==> src/rtl/telem_pkg.sv <==
// Shared telemetry types and sizes for the target store, its write scheduler and readout.
// Latency: none (types only). Backpressure: none (types only).
package telem_pkg;

    localparam int NUM_TARGETS = 16;
    localparam int TARGET_W    = 4;
    localparam int COORD_W     = 8;
    localparam int PKT_W       = 4 * COORD_W;

    typedef struct packed {
        logic [COORD_W-1:0] t;
        logic [COORD_W-1:0] z;
        logic [COORD_W-1:0] y;
        logic [COORD_W-1:0] x;
    } telem_coord_t;

    typedef enum logic {
        SCH_IDLE  = 1'b0,
        SCH_GRANT = 1'b1
    } sched_state_t;

    // Round-robin successor of channel g among n channels.
    function automatic int next_chan(input int g, input int n);
        return (g + 1) % n;
    endfunction

endpackage

==> src/rtl/telem_update_scheduler_if.sv <==
// Sensor-channel request bus plus target-store write port of the update scheduler.
// Latency: n/a. Backpressure: req_ready per channel, store_busy from the store.
interface telem_update_scheduler_if import telem_pkg::*; #(
    parameter int NREQ = 4
);
    localparam int SRC_W = $clog2(NREQ);

    logic [NREQ-1:0]          req_valid;
    logic [NREQ-1:0]          req_ready;
    logic [NREQ*TARGET_W-1:0] req_target;
    logic [NREQ*PKT_W-1:0]    req_coord;
    logic                     store_busy;

    logic                     wr_en;
    logic [TARGET_W-1:0]      wr_sel;
    logic [COORD_W-1:0]       wr_x;
    logic [COORD_W-1:0]       wr_y;
    logic [COORD_W-1:0]       wr_z;
    logic [COORD_W-1:0]       wr_t;
    logic [SRC_W-1:0]         wr_src;
    logic [NUM_TARGETS-1:0]   populated;
    logic [NUM_TARGETS-1:0]   stale;

    modport master (
        output req_valid, req_target, req_coord, store_busy,
        input  req_ready, wr_en, wr_sel, wr_x, wr_y, wr_z, wr_t, wr_src, populated, stale
    );

    modport slave (
        input  req_valid, req_target, req_coord, store_busy,
        output req_ready, wr_en, wr_sel, wr_x, wr_y, wr_z, wr_t, wr_src, populated, stale
    );

endinterface

==> src/rtl/telem_rr_arbiter.sv <==
// Rotating-priority arbiter: one-hot grant searched from the channel after the last winner.
// Latency: grant is combinational; pointer advances on the edge after a grant. Backpressure: en=0 suppresses all grants.
module telem_rr_arbiter import telem_pkg::*; #(
    parameter  int NREQ  = 4,
    localparam int IDX_W = $clog2(NREQ)
) (
    input  logic             clk,
    input  logic             rst,
    input  logic             en,
    input  logic [NREQ-1:0]  valid,
    output logic [NREQ-1:0]  grant,
    output logic [IDX_W-1:0] grant_idx,
    output logic             grant_vld
);

    logic [IDX_W-1:0] rr_ptr;
    logic [IDX_W-1:0] cand;

    always_comb begin
        grant     = '0;
        grant_idx = '0;
        grant_vld = 1'b0;
        cand      = '0;
        for (int k = 0; k < NREQ; k++) begin
            cand = IDX_W'((int'(rr_ptr) + k) % NREQ);
            if (!grant_vld && en && valid[cand]) begin
                grant[cand] = 1'b1;
                grant_idx   = cand;
                grant_vld   = 1'b1;
            end
        end
    end

    always_ff @(posedge clk) begin
        if (rst) begin
            rr_ptr <= '0;
        end else if (grant_vld) begin
            rr_ptr <= IDX_W'(next_chan(int'(grant_idx), NREQ));
        end
    end

endmodule

==> src/rtl/telem_update_scheduler.sv <==
// Round-robin owner of the target-store write port; tracks populated (and, with TELEM_AGE_EN, stale) targets.
// Latency: grant at cycle N gives wr_en at N+1. Backpressure: store_busy or rst drops all req_ready for that cycle.
module telem_update_scheduler import telem_pkg::*; #(
    parameter int NREQ = 4
`ifdef TELEM_AGE_EN
    ,
    parameter int AGE_LIMIT = 255
`endif
) (
    input  logic                     clk,
    input  logic                     rst,
    telem_update_scheduler_if.slave  bus,
    output sched_state_t             dbg_state
);

    localparam int SRC_W = $clog2(NREQ);

    logic [NREQ-1:0]        grant;
    logic [SRC_W-1:0]       grant_idx;
    logic                   grant_vld;
    logic [TARGET_W-1:0]    sel_target;
    telem_coord_t           sel_coord;

    logic                   wr_en_q;
    logic [TARGET_W-1:0]    wr_sel_q;
    telem_coord_t           wr_coord_q;
    logic [SRC_W-1:0]       wr_src_q;
    logic [NUM_TARGETS-1:0] populated_q;

    sched_state_t           state;
    sched_state_t           state_n;

    telem_rr_arbiter #(.NREQ(NREQ)) u_arb (
        .clk       (clk),
        .rst       (rst),
        .en        (!rst && !bus.store_busy),
        .valid     (bus.req_valid),
        .grant     (grant),
        .grant_idx (grant_idx),
        .grant_vld (grant_vld)
    );

    assign bus.req_ready = grant;

    always_comb begin
        sel_target = bus.req_target[int'(grant_idx)*TARGET_W +: TARGET_W];
        sel_coord  = telem_coord_t'(bus.req_coord[int'(grant_idx)*PKT_W +: PKT_W]);
    end

    // Payload registers hold their last value when no transfer happens.
    always_ff @(posedge clk) begin
        if (rst) begin
            wr_en_q     <= 1'b0;
            wr_sel_q    <= '0;
            wr_coord_q  <= '0;
            wr_src_q    <= '0;
            populated_q <= '0;
        end else begin
            wr_en_q <= grant_vld;
            if (grant_vld) begin
                wr_sel_q                <= sel_target;
                wr_coord_q              <= sel_coord;
                wr_src_q                <= grant_idx;
                populated_q[sel_target] <= 1'b1;
            end
        end
    end

    assign bus.wr_en     = wr_en_q;
    assign bus.wr_sel    = wr_sel_q;
    assign bus.wr_x      = wr_coord_q.x;
    assign bus.wr_y      = wr_coord_q.y;
    assign bus.wr_z      = wr_coord_q.z;
    assign bus.wr_t      = wr_coord_q.t;
    assign bus.wr_src    = wr_src_q;
    assign bus.populated = populated_q;

    always_ff @(posedge clk) begin
        if (rst) begin
            state <= SCH_IDLE;
        end else begin
            state <= state_n;
        end
    end

    always_comb begin
        state_n = SCH_IDLE;
        if (grant_vld) begin
            state_n = SCH_GRANT;
        end
    end

    assign dbg_state = state;

`ifdef TELEM_AGE_EN
    localparam int CNT_W = $clog2(AGE_LIMIT + 1);

    logic [NUM_TARGETS-1:0] stale_flags;

    // Counters run for every target; stale is masked by populated so never-written targets stay quiet.
    for (genvar k = 0; k < NUM_TARGETS; k++) begin : g_age
        logic [CNT_W-1:0] age_cnt;

        always_ff @(posedge clk) begin
            if (rst) begin
                age_cnt <= '0;
            end else if (grant_vld && (sel_target == TARGET_W'(k))) begin
                age_cnt <= '0;
            end else if (age_cnt != CNT_W'(AGE_LIMIT)) begin
                age_cnt <= age_cnt + 1'b1;
            end
        end

        assign stale_flags[k] = populated_q[k] && (age_cnt == CNT_W'(AGE_LIMIT));
    end

    assign bus.stale = stale_flags;
`else
    assign bus.stale = '0;
`endif

endmodule
==> src/flat_wrapper.sv <==
// flat-port wrapper written by rule: the top's interface ports become plain ports
module telem_update_scheduler_flat import telem_pkg::*;
#(
    parameter int NREQ = 4

)
  (clk, rst, dbg_state, bus_req_valid, bus_req_target, bus_req_coord, bus_store_busy, bus_req_ready, bus_wr_en, bus_wr_sel, bus_wr_x, bus_wr_y, bus_wr_z, bus_wr_t, bus_wr_src, bus_populated, bus_stale);
  telem_update_scheduler_if #(.NREQ(NREQ)) bus_i ();
  input  logic clk;
  input  logic rst;
  output sched_state_t dbg_state;
  input wire logic [$bits(bus_i.req_valid)-1:0] bus_req_valid;
  input wire logic [$bits(bus_i.req_target)-1:0] bus_req_target;
  input wire logic [$bits(bus_i.req_coord)-1:0] bus_req_coord;
  input wire logic [$bits(bus_i.store_busy)-1:0] bus_store_busy;
  output wire logic [$bits(bus_i.req_ready)-1:0] bus_req_ready;
  output wire logic [$bits(bus_i.wr_en)-1:0] bus_wr_en;
  output wire logic [$bits(bus_i.wr_sel)-1:0] bus_wr_sel;
  output wire logic [$bits(bus_i.wr_x)-1:0] bus_wr_x;
  output wire logic [$bits(bus_i.wr_y)-1:0] bus_wr_y;
  output wire logic [$bits(bus_i.wr_z)-1:0] bus_wr_z;
  output wire logic [$bits(bus_i.wr_t)-1:0] bus_wr_t;
  output wire logic [$bits(bus_i.wr_src)-1:0] bus_wr_src;
  output wire logic [$bits(bus_i.populated)-1:0] bus_populated;
  output wire logic [$bits(bus_i.stale)-1:0] bus_stale;
  assign bus_i.req_valid = bus_req_valid;
  assign bus_i.req_target = bus_req_target;
  assign bus_i.req_coord = bus_req_coord;
  assign bus_i.store_busy = bus_store_busy;
  assign bus_req_ready = bus_i.req_ready;
  assign bus_wr_en = bus_i.wr_en;
  assign bus_wr_sel = bus_i.wr_sel;
  assign bus_wr_x = bus_i.wr_x;
  assign bus_wr_y = bus_i.wr_y;
  assign bus_wr_z = bus_i.wr_z;
  assign bus_wr_t = bus_i.wr_t;
  assign bus_wr_src = bus_i.wr_src;
  assign bus_populated = bus_i.populated;
  assign bus_stale = bus_i.stale;
  telem_update_scheduler #(.NREQ(NREQ)) u_core (.clk(clk), .rst(rst), .bus(bus_i), .dbg_state(dbg_state));
endmodule
==> config.mk <==
export PLATFORM = sky130hd
export DESIGN_NAME = telem_update_scheduler_flat
export DESIGN_NICKNAME = d
export VERILOG_FILES = /design/src/rtl/telem_pkg.sv /design/src/rtl/telem_update_scheduler_if.sv /design/src/rtl/telem_rr_arbiter.sv /design/src/rtl/telem_update_scheduler.sv /design/src/flat_wrapper.sv
export SDC_FILE = /design/constraint.sdc
export NUM_CORES = 1
export LEC_CHECK = 0
export BUFFER_PORTS_ARGS = -buffer_cell sky130_fd_sc_hd__buf_2
export CORE_AREA = 2 2 100 102
export DETAILED_ROUTE_END_ITERATION = 10
export DIE_AREA = 0 0 102 104
export PLACE_DENSITY_LB_ADDON = 0.15
export SYNTH_ARGS = -nofsm -noshare
export SYNTH_HDL_FRONTEND = slang
export SYNTH_SLANG_ARGS = --single-unit
==> constraint.sdc <==
create_clock -name clk -period 4.5 [get_ports clk]
set_input_delay 0.45 -clock clk [delete_from_list [all_inputs] [get_ports clk]]
set_output_delay 0.45 -clock clk [all_outputs]
set_load 0.01 [all_outputs]
==> flow_summary_export.csv, run 1 <==
group,metric,value,unit
logic_synthesis,synth_flop_cell,"dfxtp_1",
worst_setup_path,slowest_delay,650,ps
worst_setup_path,crit_fanout,13,
worst_setup_path,endpoint_kind,"register",
floorplan,dieArea,10600,um^2
clocking,clockRootBuffer,"clkbuf_8",
timing,fmax,269,MHz
drt,top_layer,"met4",
floorplan,die_w,102,um
cells_and_area,postLayoutCellArea,5120,um^2
global_routing,grt_overflow,0,
floorplan,fp.coreArea,9550,um^2
timing,setup_viol,0,
worst_setup_path,critPathLaunchType,"register",
cells_and_area,diodes,0,
timing,timing.max_slew.rel_slack,58.5,%
drt,viasPerCell,5.21,
worst_setup_path,cpMaxStageDelayCell,"dfxtp_1",
placement,hpwl,8970,um
timing,finalHoldViolations,0,
floorplan,rows,36,
logic_synthesis,synth_edf_count,0,
pwr,fin_total_pwr,0.00322,W
worst_setup_path,crit_buf_inv,1,
cells_and_area,fill_cells,957,
global_routing,grt_start_max_net_pins,68,
logic_synthesis,synth.top_cells.by_count,"dfxtp_1, mux2i_1, mux2_2",
pwr,power.leakage,2.51,nW
clocking,cts_setup_buffers,0,
logic_synthesis,synth_area,3810,um^2
clocking,cts_tree,"built",
worst_setup_path,arrival,3990,ps
timing,tightest_slew,621,ps
status,status,"finished clean",
placement,gp_congestion,0.897,
worst_setup_path,r2r_start,"u_core.u_arb.rr_ptr[1]",
logic_synthesis,synthCells,435,
timing,rsz0062_at_grt,"false",
worst_setup_path,cp_data_required_time,4770,ps
clocking,clkLatencyLatePin,340,ps
floorplan,initial_utilization,39.9,%
drt,wl_met2,5750,um
cells_and_area,instances_no_fill,768,
drt,avgRoutedWirePerCell,15.3,um
floorplan,io_pins,227,
pwr,power.density,629,nW/um^2
logic_synthesis,yosys.cell_count.top_type,"dfxtp_1",
timing,tns,0,ps
drt,drt-initial-drc-count,159,
clocking,clk_pin_slew,70,ps
logic_synthesis,synth_top_cell_area_share,30.0,%
drt,drt-met1-wl,5020,um
global_routing,grt_util_all_layers,21.6,%
logic_synthesis,ys.warnings.count,0,
worst_hold_path,worstHoldStart,"bus_req_coord[51]",
timing,hold_ws,384,ps
logic_synthesis,avgSynthCellArea,8.75,um^2
drt,drt-total-wl,11700,um
worst_setup_path,worst-setup-path-type,"reg2reg",
worst_setup_path,crit_family,"simple AND/OR/NAND/NOR gates",
global_routing,antenna_found_initial,0,
timing,drv_slew,0,
timing,fin_crit_sh,82.6,%
clocking,ctsHtreeMaxLevel,3,
logic_synthesis,synth_top_cell_by_area,"dfxtp_1",
worst_setup_path,cpMostUsedCell,"mux2i_1",
timing,post-route-min-period,3720,ps
drt,via_count,4003,
logic_synthesis,synth_area_leaders,"dfxtp_1, mux2_2, mux2i_1",
worst_setup_path,reg2reg_slack,780,ps
floorplan,fp.dieH,104,um
clocking,cts_resized,0,
worst_hold_path,hold_path_depth,3,
clocking,numCtsBuffers,9,
placement,dpl_cell_area,4890,um^2
worst_setup_path,rr_endpoint,"u_core.bus.populated[7]",
drt,antenna_left,0,
worst_setup_path,path_cells,"inv_1 > ha_1 > or3_1 > a2bb2oi_1 > nor3_4 > mux2i_1 > a211oi_1 > mux2i_1 > or3b_2 > o2bb2ai_1",
cells_and_area,drive_gt1_share,45.5,%
pwr,peakVddDrop,0.000292,V
worst_setup_path,reg2reg_depth,10,
run,max-cap-violations,0,
cells_and_area,areaGrowthSynthToFinish,34.5,%
worst_hold_path,min_to,"u_core.bus.wr_z[3]",
logic_synthesis,ys_async_sr_fraction,0,%
logic_synthesis,yosysUniqueCellTypes,51,
drt,dr.pass1.iters,7,
clocking,cts_sinks,57,
clocking,ctsHoldBuffers,0,
drt,drc,0,
timing,finClkSkew,11.3,ps
global_routing,grt_pass1_vias,3884,
logic_synthesis,ys_seq_elements,57,
logic_synthesis,ys_seq_area_share,30.0,%
placement,placedCellCount,752,
worst_hold_path,worstHoldPathType,"in2reg",
drt,met3_length,757,um
placement,port_buffers,210,
global_routing,grt_pass1_wl,18500,um
clocking,cts_buffer_depth,2,
cells_and_area,fin_nets,785,
## placed cells by master, fill, tap and decap left out, types with 5 or more instances in the layout
cell,netlist,final
buf_2,6,210
dfxtp_1,57,57
mux2i_1,43,43
mux2_2,41,41
nor2_1,38,38
o22ai_1,33,33
a21oi_1,27,27
nand2_1,26,26
nor3_1,18,18
conb_1,1,16
inv_1,12,12
o21ai_0,10,10
o2bb2ai_1,9,9
clkbuf_8,0,9
nand3_1,8,8
buf_4,21,7
or3_1,5,5
## sequential cells by signal, indices dropped and copies added (netlist names)
name / cells
u_core.bus.wr_src: 2
u_core.bus.wr_z: 8
u_core.bus.wr_sel: 4
u_core.bus.populated: 16
u_core.bus.wr_en: 1
u_core.u_arb.rr_ptr: 2
u_core.bus.wr_t: 8
u_core.bus.wr_x: 8
u_core.bus.wr_y: 8
## tightest hold or removal path, delay by kind of cell
family          cells  cell delay [ps]
mux                 1               50
compound gates      1              110
buf+inv             1               70
## how the worst max path moves through the flow
stage	cells after the start	from	slack, ps	to
after floorplan	13	u_core.u_arb.rr_ptr[0]	1140	u_core.bus.populated[4]
after global placement	10	u_core.u_arb.rr_ptr[1]	930	u_core.bus.populated[5]
after detailed placement	10	u_core.u_arb.rr_ptr[1]	840	u_core.bus.populated[4]
after CTS	10	u_core.u_arb.rr_ptr[1]	800	u_core.bus.populated[7]
after global routing	10	u_core.u_arb.rr_ptr[1]	510	u_core.bus.populated[7]
final	10	u_core.u_arb.rr_ptr[1]	780	u_core.bus.populated[7]
## per-stage QoR
| stage | utilization (%) | worst slack (ps) |
|---|---|---|
| after floorplan | - | 1140 |
| after global placement | 51.2 | 932 |
| after detailed placement | 51.2 | 841 |
| after CTS | 53.6 | 801 |
| after global routing | 53.6 | 511 |
| final | 53.6 | 781 |
## layout make-up
cell class / count / area (um^2) / share of cell area [%]
inverter: 13 / 48.8 / 0.953
multi-input combinational: 331 / 2410 / 47.2
timing repair buffer: 218 / 1120 / 22.0
tap: 133 / 166 / 3.25
clock buffer: 9 / 124 / 2.42
clock inverter: 7 / 101 / 1.98
sequential: 57 / 1140 / 22.3
## routing by layer
| layer | track usage (%) | vias up |
|---|---|---|
| met5 | 0 | - |
| met3 | 4.37 | 17 |
| met2 | 37.4 | 156 |
| met1 | 26.4 | 1859 |
| li1 | - | 1971 |
| met4 | 6.95 | 0 |
## power breakdown
group | switching [W] | internal (W) | total [W]
Combinational | 0.00105 | 0.000855 | 0.00190
Sequential | 0.0000996 | 0.000686 | 0.000785
Clock | 0.000220 | 0.000316 | 0.000536
Total | 0.00136 | 0.00186 | 0.00322
## cell families after synthesis
kind of cell               count (synthesis)  synth area share [%]
and+or+nand+nor                          110                  13.8
muxes                                     88                  25.5
buffers and inverters                     62                  8.38
DFF                                       57                  30.0
AOI/OAI and AO/OA                        112                  20.7
xor gates and xnor gates                   1                 0.230
other                                      1                0.0985
adders and majority gates                  4                  1.31
No activity file was read; power rests on OpenSTA's default activity.
==> run 2: changes to the inputs <==
==> constraint.sdc (replaced) <==
create_clock -name clk -period 3.45 [get_ports clk]
set_input_delay 0.345 -clock clk [delete_from_list [all_inputs] [get_ports clk]]
set_output_delay 0.345 -clock clk [all_outputs]
set_load 0.01 [all_outputs]
==> flow_summary_export.csv, run 2 (synthesized netlist as in run 1, its figures left out) <==
group,metric,value,unit
cells_and_area,mostFrequentLayoutCell,"buf_2",
pwr,seqPwrFrac,24.6,%
drt,via_count,3968,
timing,finalHoldViolations,0,
floorplan,fp.coreArea,9550,um^2
pwr,power.density,799,nW/um^2
drt,antenna_left,0,
worst_setup_path,r2r_start,"u_core.u_arb.rr_ptr[0]",
clocking,cts_tree,"built",
cells_and_area,diodes,0,
floorplan,dieArea,10600,um^2
drt,drt-initial-drc-count,131,
placement,dpl_cell_area,4920,um^2
clocking,ctsHtreeMaxLevel,3,
floorplan,fp.dieH,104,um
clocking,cts_buffer_depth,2,
global_routing,grt_start_max_net_pins,68,
floorplan,rows,36,
cells_and_area,drive_gt1_share,45.9,%
status,status,"finished clean",
timing,timing.max_slew.rel_slack,63.0,%
drt,avgRoutedWirePerCell,14.9,um
worst_setup_path,endpoint_kind,"register",
pwr,power_frac_clock,13.7,%
timing,post-route-min-period,3330,ps
global_routing,grt_pass1_vias,3956,
cells_and_area,areaGrowthSynthToFinish,34.6,%
timing,rsz0062_at_grt,"true",
clocking,clk_pin_slew,70,ps
placement,port_buffers,210,
floorplan,initial_utilization,39.9,%
worst_hold_path,worstHoldPathType,"in2reg",
drt,dr.pass1.iters,4,
pwr,power.leakage,2.51,nW
worst_setup_path,worst-setup-path-type,"reg2reg",
worst_setup_path,reg2reg_slack,120,ps
global_routing,antenna_found_initial,0,
worst_setup_path,critPathLaunchType,"register",
timing,drv_slew,0,
timing,fin_crit_sh,96.6,%
clocking,ctsHoldBuffers,0,
placement,hpwl,8830,um
floorplan,io_pins,227,
global_routing,grt_overflow,0,
floorplan,die_w,102,um
clocking,clockRootBuffer,"clkbuf_8",
worst_setup_path,critical_path.startpoint,"u_core.u_arb.rr_ptr[0]",
clocking,clkLatencyLatePin,330,ps
worst_setup_path,cp_data_required_time,3650,ps
global_routing,grt_util_all_layers,21.6,%
pwr,p_int,0.00232,W
worst_setup_path,crit_fanout,67,
pwr,swShare,43.3,%
global_routing,grt_pass1_wl,18700,um
placement,gp_congestion,0.855,
drt,drc,0,
cells_and_area,fin_nets,790,
pwr,power_switching,0.00178,W
timing,tightest_slew,553,ps
drt,viasPerCell,5.13,
drt,drt-total-wl,11500,um
pwr,p_comb_share,61.7,%
clocking,cts_sinks,57,
worst_setup_path,arrival,3530,ps
cells_and_area,multi_input_area,2410,um^2
cells_and_area,regArea,1140,um^2
cells_and_area,largest_reg_flops,16,
timing,finClkSkew,10.1,ps
worst_hold_path,worstHoldStart,"bus_req_coord[58]",
cells_and_area,fill_cells,941,
timing,fmax,300,MHz
pwr,peakVddDrop,0.000450,V
run,max-cap-violations,0,
cells_and_area,final_cell_mix,"buf_2, dfxtp_1, mux2i_1",
pwr,fin_total_pwr,0.00410,W
clocking,numCtsBuffers,9,
timing,setup_viol,0,
cells_and_area,postLayoutCellArea,5120,um^2
[run 2: changes by cell type in the layout (fill, tap and decap cells not counted)]
| cell | before | now |
|---|---|---|
| buf_4 | 7 | 11 |
| clkinvlp_4 | 2 | 4 |
| inv_6 | 2 | 0 |
| clkbuf_8 | 9 | 10 |
| clkinv_2 | 0 | 1 |
| bufinv_16 | 2 | 0 |
| buf_12 | 1 | 2 |
[run 2: power by group through the flow]
stage | registers, W | clock network, W | logic (W)
2_1_floorplan | 0.00112 | 0 | 0.00171
3_3_place_gp | 0.00102 | 0 | 0.00248
3_5_place_dp | 0.00102 | 0 | 0.00252
4_1_cts | 0.00101 | 0.000578 | 0.00253
5_1_grt | 0.00104 | 0.000612 | 0.00276
6_report | 0.00101 | 0.000563 | 0.00253
[run 2: through the flow]
| stage | utilization [%] | worst slack, ps | hold WS (ps) | setup TNS [ps] | std cells |
|---|---|---|---|---|---|
| 2_1_floorplan | - | 86.6 | 476 | 0 | 450 |
| 3_3_place_gp | 51.5 | 316 | 440 | 0 | 755 |
| 3_5_place_dp | 51.5 | 227 | 445 | 0 | 755 |
| 4_1_cts | 53.4 | 193 | 280 | 0 | 771 |
| 5_1_grt | 53.7 | -82.6 | 304 | -131 | 773 |
| 6_report | 53.7 | 118 | 295 | 0 | 773 |
[run 2: final timing paths]
path / end / cells past startpoint
setup / recovery: u_core.bus.wr_y[6] / 11
hold / removal: u_core.bus.wr_t[2] / 3
setup reg to reg: u_core.bus.wr_y[6] / 11
hold reg to reg: u_core.bus.wr_src[0] / 2
[run 2: what timing repair did]
action	4_1_cts	5_1_grt
buffers inserted	0	2
resized for setup	0	0
endpoints found under the hold margin	0	0
endpoints found under the setup margin	0	5
[run 2: layout make-up]
cell class              count  area share [%]
clock buffers              10            2.69
clock inverters             6           0.854
flip-flops and latches     57            22.3
inverters                  13           0.952
well taps                 133            3.25
multi-input cells         331            47.1
repair buffers            223            22.9
[run 2: critical path, stage by stage, from the launching register on]
cell	delay (ps)
dfxtp_1	340
buf_4	260
or3b_1	450
o22ai_2	330
nor3_4	90
buf_12	150
buf_4	140
o32ai_4	330
buf_12	360
mux2_2	380
o22ai_1	240
nor3_1	80
[run 2: layer usage]
layer	GRT usage (%)	share of wire, %	up-vias
li1	-	-	1981
met1	26.0	42	1788
met2	37.4	49	176
met3	3.83	6.2	23
met4	8.86	2.9	0
met5	0	0	-
